File: src/rtl/neuron_pkg.sv
// Shared constants, FSM state type and saturation limits for the neuron MAC datapath.
package neuron_pkg;

    localparam int unsigned DATA_W    = 16;
    localparam int unsigned FRAC_BITS = 8;
    localparam int unsigned ACC_W     = 40;

    typedef enum logic [1:0] {
        StIdle,
        StRun,
        StBias,
        StOut
    } state_e;

    localparam logic signed [DATA_W-1:0] SAT_MAX = {1'b0, {(DATA_W-1){1'b1}}};
    localparam logic signed [DATA_W-1:0] SAT_MIN = {1'b1, {(DATA_W-1){1'b0}}};

endpackage

File: src/rtl/neuron_saturate.sv
// Combinational Q-format rescale: arithmetic shift, clip to DATA_W, optional ReLU.
// Define NEURON_RELU_EN to force negative results to zero (hidden-layer neuron).
module neuron_saturate
    import neuron_pkg::*;
(
    input  logic signed [ACC_W-1:0]  acc_i,
    output logic        [DATA_W-1:0] data_o,
    output logic                     sat_o
);

    logic signed [ACC_W-1:0] shifted;
    logic signed [ACC_W-1:0] max_ext;
    logic signed [ACC_W-1:0] min_ext;

    // Arithmetic shift rounds toward minus infinity.
    assign shifted = acc_i >>> FRAC_BITS;
    assign max_ext = {{(ACC_W-DATA_W){SAT_MAX[DATA_W-1]}}, SAT_MAX};
    assign min_ext = {{(ACC_W-DATA_W){SAT_MIN[DATA_W-1]}}, SAT_MIN};

    always_comb begin
        data_o = shifted[DATA_W-1:0];
        sat_o  = 1'b0;
        if (shifted > max_ext) begin
            data_o = SAT_MAX;
            sat_o  = 1'b1;
        end else if (shifted < min_ext) begin
            data_o = SAT_MIN;
            sat_o  = 1'b1;
        end
`ifdef NEURON_RELU_EN
        // Negative clipping disappears under ReLU, so only positive clips flag.
        if (data_o[DATA_W-1]) begin
            data_o = '0;
            sat_o  = 1'b0;
        end
`else
`endif
    end

endmodule

File: src/rtl/neuron_mac_unit.sv
// Single-neuron MAC: streams 28 activations against a weight BRAM, adds bias and
// emits one saturated Q8.8 result per frame. ReLU is enabled by NEURON_RELU_EN.
module neuron_mac_unit #(
    parameter int unsigned N_INPUTS  = 28,
    parameter int unsigned ADDR_W    = 5,
    parameter int unsigned DATA_W    = 16,
    parameter int unsigned FRAC_BITS = 8,
    parameter int unsigned ACC_W     = 40
) (
    input  logic              CLK,
    input  logic              RST_N,
    input  logic [DATA_W-1:0] IN_DATA,
    input  logic              IN_VALID,
    output logic              IN_READY,
    output logic [ADDR_W-1:0] W_ADDR,
    output logic              W_EN,
    output logic              W_WE,
    input  logic [DATA_W-1:0] W_DATA,
    input  logic [DATA_W-1:0] BIAS,
    output logic [DATA_W-1:0] OUT_DATA,
    output logic              OUT_SAT,
    output logic              OUT_VALID,
    input  logic              OUT_READY
);

    import neuron_pkg::state_e;
    import neuron_pkg::StIdle;
    import neuron_pkg::StRun;
    import neuron_pkg::StBias;
    import neuron_pkg::StOut;

    localparam int unsigned       PROD_W = 2 * DATA_W;
    localparam logic [ADDR_W-1:0] LAST   = ADDR_W'(N_INPUTS);

    state_e                    state_q, state_d;
    logic [ADDR_W-1:0]         count_q, count_d;
    logic signed [ACC_W-1:0]   acc_q, acc_d;
    logic signed [PROD_W-1:0]  prod_q, prod_d;
    logic                      p_valid_q, p_valid_d;
    logic [DATA_W-1:0]         out_data_q, out_data_d;
    logic                      out_sat_q, out_sat_d;
    logic                      out_valid_q, out_valid_d;

    logic                      in_hs;
    logic signed [ACC_W-1:0]   bias_ext;
    logic signed [ACC_W-1:0]   biased;
    logic [DATA_W-1:0]         sat_data;
    logic                      sat_flag;

    assign IN_READY  = (state_q == StRun) && (count_q < LAST);
    assign in_hs     = IN_VALID & IN_READY;
    assign W_ADDR    = count_q;
    assign W_EN      = 1'b1;
    assign W_WE      = 1'b0;
    assign OUT_DATA  = out_data_q;
    assign OUT_SAT   = out_sat_q;
    assign OUT_VALID = out_valid_q;

    // Bias is Q8.8 while the accumulator is Q16.16, hence the pre-shift.
    assign bias_ext = {{(ACC_W-DATA_W){BIAS[DATA_W-1]}}, BIAS};
    assign biased   = acc_q + (bias_ext <<< FRAC_BITS);

    neuron_saturate u_saturate (
        .acc_i  (biased),
        .data_o (sat_data),
        .sat_o  (sat_flag)
    );

    always_comb begin
        state_d     = state_q;
        count_d     = count_q;
        acc_d       = acc_q;
        prod_d      = prod_q;
        p_valid_d   = in_hs;
        out_data_d  = out_data_q;
        out_sat_d   = out_sat_q;
        out_valid_d = out_valid_q;

        if (p_valid_q) begin
            acc_d = acc_q + {{(ACC_W-PROD_W){prod_q[PROD_W-1]}}, prod_q};
        end
        if (in_hs) begin
            prod_d  = PROD_W'($signed(IN_DATA)) * PROD_W'($signed(W_DATA));
            count_d = count_q + 1'b1;
        end

        unique case (state_q)
            StIdle: begin
                acc_d   = '0;
                state_d = StRun;
            end
            // The final product is folded into acc on the same edge that leaves RUN.
            StRun: begin
                if (count_q == LAST) begin
                    state_d = StBias;
                end
            end
            StBias: begin
                out_data_d  = sat_data;
                out_sat_d   = sat_flag;
                out_valid_d = 1'b1;
                state_d     = StOut;
            end
            StOut: begin
                if (OUT_READY) begin
                    out_valid_d = 1'b0;
                    count_d     = '0;
                    state_d     = StIdle;
                end
            end
            default: state_d = StIdle;
        endcase
    end

    always_ff @(posedge CLK or negedge RST_N) begin
        if (!RST_N) begin
            state_q     <= StIdle;
            count_q     <= '0;
            acc_q       <= '0;
            prod_q      <= '0;
            p_valid_q   <= 1'b0;
            out_data_q  <= '0;
            out_sat_q   <= 1'b0;
            out_valid_q <= 1'b0;
        end else begin
            state_q     <= state_d;
            count_q     <= count_d;
            acc_q       <= acc_d;
            prod_q      <= prod_d;
            p_valid_q   <= p_valid_d;
            out_data_q  <= out_data_d;
            out_sat_q   <= out_sat_d;
            out_valid_q <= out_valid_d;
        end
    end

endmodule

File: config.mk
export PLATFORM = sky130hd
export DESIGN_NAME = neuron_mac_unit
export DESIGN_NICKNAME = d
export VERILOG_FILES = /design/src/rtl/neuron_pkg.sv /design/src/rtl/neuron_saturate.sv /design/src/rtl/neuron_mac_unit.sv
export SDC_FILE = /design/constraint.sdc
export NUM_CORES = 1
export LEC_CHECK = 0
export CORE_MARGIN = 2
export CORE_UTILIZATION = 30
export DETAILED_ROUTE_END_ITERATION = 16
export GPL_TIMING_DRIVEN = 0
export MAX_ROUTING_LAYER = met4
export PLACE_DENSITY = 0.55
export SYNTH_ARGS = -nofsm -noshare
export SYNTH_HDL_FRONTEND = slang
export SYNTH_SLANG_ARGS = --single-unit
File: constraint.sdc
create_clock -name CLK -period 5.1 [get_ports CLK]
set_input_delay 1.02 -clock CLK [delete_from_list [all_inputs] [get_ports CLK]]
set_output_delay 1.02 -clock CLK [all_outputs]
set_load 0.03 [all_outputs]
; ---- Word level (Yosys, flattened, before mapping)
; Index checks and enable logic that the tools add are counted.
[word_totals]
latchBits = 0
rom_bits = 0
reg_bits = 98
n_memories = 0
out_inout_bits = 26
in_bits = 52
ramBits = 0
wordCells = 42
[classes]
magnitude_cmp = 3
n_eq_ne = 6
addsub = 3
n_reduce_logical = 6
shift = 0
bitwise_logic = 1
n_mux = 14
n_div = 0
n_mul = 1
[op_table]
columns = operator, n
row1 = $mux W40, 2
row2 = $add A40 B24 Y40, 1
row3 = $add A40 B40 Y40, 1
row4 = $gt A32 B16 Y1 const B, 1
row5 = $lt A32 B16 Y1 const B, 1
row6 = $mul A16 B16 Y32, 1
row7 = $mux W16, 2
row8 = $mux W5, 3
row9 = $pmux W2 S4, 1
row10 = $add A5 B1 Y5 const B, 1
row11 = $eq A5 B5 Y1 const B, 1
row12 = $lt A5 B5 Y1 const B, 1
row13 = $eq A2 B2 Y1 const B, 2
row14 = $mux W2, 2
row15 = $reduce_and A2 Y1, 2
row16 = $reduce_bool A2 Y1, 2
row17 = $mux W1, 3
row18 = $eq A2 B1 Y1 const B, 1
row19 = $logic_not A2 Y1, 1
row20 = $ne A2 B1 Y1 const B, 1
row21 = $ne A2 B2 Y1 const B, 1
row22 = $pmux W1 S2, 1
row23 = $and A1 B1 Y1, 1
row24 = $logic_and A1 B1 Y1, 1

; ---- Logic depth before layout (Yosys ltp)
[depth]
ltp_word = 6
depth_mapped = 24
mapped_depth_nobuf = 23

; ---- By module
; From an unflattened synthesis, not the netlist that was laid out.
[unflattened]
hier_cells = 1972
area_unflattened_um2 = 17653.2
[by_module_without_submodules]
columns = mod, seq_area_each_um2, cells_per_inst, instances, area_per_inst_um2
row1 = neuron_mac_unit, 2452.4, 1943, 1, 17415.5
row2 = neuron_saturate, 0.0, 29, 1, 237.7

; ---- Worst setup path before layout
; Ideal clock, no wire load.
[synth_path]
path_kind = input-to-reg
startpoint = input W_DATA[7]
endpoint = register prod_q[29]
setup_time_ps = 69
required_ps = 5031
path_slack_ps = -1891
path_stages = 24
arrival_ps = 6922
path_buffers = 1
cell_sequence = clkbuf_1 > nand2_1 > fa_1 > inv_1 > fa_1 > inv_1 > fa_1 > inv_1 > fa_1 > fa_1 > inv_1 > fa_1 > inv_1 > ha_1 > and2_1 > a221o_1 > o2bb2ai_1 > a31oi_1 > a211o_1 > o21ai_0 > a221o_1 > a21oi_1 > or4b_2 > nand3_1
[synth_via]
elab_chain_cells = 1
[synth_rtl]
columns = element, line
row1 = start: declaration, neuron_mac_unit.sv:18  ; input logic [DATA_W-1:0] W_DATA,
row2 = $mul A16 B16 Y32, neuron_mac_unit.sv:83  ; prod_d = PROD_W'($signed(IN_DATA)) * PROD_W'($signed(W_DATA));
row3 = end signal: assignment, neuron_mac_unit.sv:129  ; prod_q <= prod_d;
row4 = end: declaration, neuron_mac_unit.sv:38  ; logic signed [PROD_W-1:0] prod_q, prod_d;
; No other way between the ends.
; A chain may end at the register's enable or synchronous reset.

; ---- Worst setup path in the final report
[layout_path]
startpoint = input W_DATA[4]
endpoint = register prod_q[29]
; Same word-level chain as after synthesis.

==> impl_metrics.toml <==
[status]
status = "finished with violations"
violations = "setup timing"

[die]
die_y_um = 248.4
placeableCoreArea_um2 = 59020
start_util = 0.3036
dieArea_um2 = 61700
rows = 89
pin_count = 78
die_w_um = 248.4

[logic_synthesis]
post-synth-top-count-cell = "inv_1"
synthArstFlopShare = 1.000
yosysTopAreaCell = "fa_1"
ys_types = 87
synth_top_area_share = 0.2950
ys_seq_area_frac = 0.1369
yosys_warnings = 0
syn_avg_cell_area_um2 = 8.787
synth.top_cells.by_count = "inv_1, fa_1, nand2_1"
syn_nets = 2513
synth_seq_cells = 98
syn_area_um2 = 17920
synth-edff-count = 0
synthTopCellsByArea = "fa_1, dfrtp_1, ha_1"
yosys_most_used_dff = "dfrtp_1"
synth_cells = 2039

[worst_setup_path]
critPathCaptureType = "register"
required_ns = 5.40
crit_fanout = 7
critical_path_class = "input pin to register"
cpPeakStageDelay_ns = 0.54
path_buf_inv = 7
crit_family = "adder cells"
regToRegSetupSlack_ns = 0.81
cp_common_cell = "fa_1"
crit_slowest_cell = "fa_1"
arrival_ns = 6.82
cp-start-kind = "input pin"

[job]
cap_violations = 0

[detailed_routing]
wl_per_cell_um = 16.19
routed_wirelength_um = 48600
dr.pass1.iters = 5
route.met3.wl_um = 1893
ant_nets = 0
wl_met2_um = 22620
met1_length_um = 22860
drt-initial-drc-count = 768
vias = 14400
drcViolationCount = 0
topRoutingLayerUsed = "met4"
avgViaCountPerCell = 4.798

[global_routing]
grt_max_degree = 70
antenna_found_initial = 0
grt_pass1_vias = 14940
grt_overflow = 0
grt_first_pass_wirelength_um = 79050
track_usage = 0.1657

[finish]
area_growth_pct = 23.09
multiInputGateArea_um2 = 14400
num_antenna_cells = 0
drive_above_1_share = 0.1602
fillers = 5953
nNetsFinal = 2697
ff_latch_area_um2 = 2452

[place]
place_congestion = 0.9107
port_buffers = 75
dp_hpwl_um = 39440

[timing]
max-slew-margin-rel = 0.4892
hold_viol_final = 0
fin_ws_ns = -1.421
slew_viol_final = 0
finalSetupViolCount = 21
fin_skew_ns = 0.01094
min_period_ns = 6.521
whs_ns = 0.4817
worstMarginPinSlew_ns = 0.7662
rsz0062_at_grt = "yes"
min_period_over_period = 1.279
max_freq_ghz = 0.1534

[cts]
clock_sinks = 98
numCtsBuffers = 9
clockRootBuffer = "clkbuf_16"
ctsHoldBuffers = 0
clkTransAtPathRegs_ns = 0.07
cts_tree = "built"
worstSkewPairLatency_ns = 0.37
clockBufferDepth = 2
htree_levels = 3

[worst_hold_path]
min_path_type = "register to register"
[final cells by class]
class,count,share of cell area
clock inverter,6,0.002213
buffer,76,0.03875
timing repair buffer,173,0.07977
clock buffer,10,0.01084
sequential,98,0.1112
multi-input combinational,1510,0.6527
tap,773,0.04386
inverter,355,0.06065
[layout by cell type, fill, tap and decap left out, drive strengths merged, types with 13 or more instances in the layout]
cell,instances
a211oi,18
a21o,42
a21oi,98
a31oi,21
and2,130
and3,13
buf,147
clkbuf,69
clkdlybuf4s50,43
dfrtp,98
fa,264
ha,158
inv,357
mux2i,34
nand2,220
nand2b,16
nand3,26
nand4,18
nor2,103
nor3,24
o21a,16
o21ai,81
o22ai,13
xnor2,49
xor2,32
[routing by layer]
| metal | GRT usage | up-vias |
|---|---|---|
| li1 | - | 6995 |
| met1 | 0.2193 | 7052 |
| met2 | 0.2685 | 291 |
| met3 | 0.01681 | 62 |
| met4 | 0.04919 | 0 |
| met5 | - | - |
[cell families (layout without fill, tap and decap cells)]
kind of cell,Yosys count,in the layout,synth area share
other,2,2,0.0004192
flip-flops,98,98,0.1369
adder cells (fa/ha/maj),422,422,0.4053
XOR/XNOR,81,81,0.03959
AND/OR/NAND/NOR,601,601,0.1661
buffers and inverters,431,620,0.09525
multiplexers,35,35,0.01962
AO/OA/AOI/OAI,369,369,0.1368
[worst paths after layout]
kind,from,to,depth (start not counted)
setup / recovery,W_DATA[4],prod_q[29],25
hold reg to reg,prod_q[0],prod_q[0],2
max in group asynchronous,RST_N,acc_q[0],2
setup reg to reg,acc_q[8],OUT_DATA[8],13
hold / removal,prod_q[0],prod_q[0],2
min in group asynchronous,RST_N,OUT_DATA[13],1
[worst min-delay path, cell delays in order (launching register included)]
cell and delay [ns]:
dfrtp_1 0.35, nand2_1 0.05, nand2_1 0.05
[per-stage QoR]
step | util | cells | cell area [µm²] | setup slack [ns] | TNS [ns]
finish | 0.3737 | 3001 | 22050 | -1.421 | -20.50
global placement | 0.3397 | 2887 | 20050 | -2.763 | -147.93
global route | 0.3737 | 3001 | 22050 | -1.568 | -23.71
CTS | 0.3638 | 2972 | 21470 | -1.429 | -19.05
floorplan | - | 2039 | 18330 | -1.393 | -16.67
detailed placement | 0.3402 | 2888 | 20080 | -2.824 | -59.55
[sequential cells by signal (all words and copies together) (netlist names)]
name and flops:
p_valid_q 1, W_ADDR 5, prod_q 32, OUT_SAT 1, OUT_DATA 16, state_q 2
acc_q 40, OUT_VALID 1
[what timing repair did]
item                                    in CTS  in global routing
pin swaps                                   71                 70
resized for setup                          335                113
endpoints found under the setup margin      41                 33
cloned                                       2                  1
buffers inserted                            66                 31
Power is not shown: default switching activity piles up to over one toggle a cycle in this logic, so the estimate is an artifact.
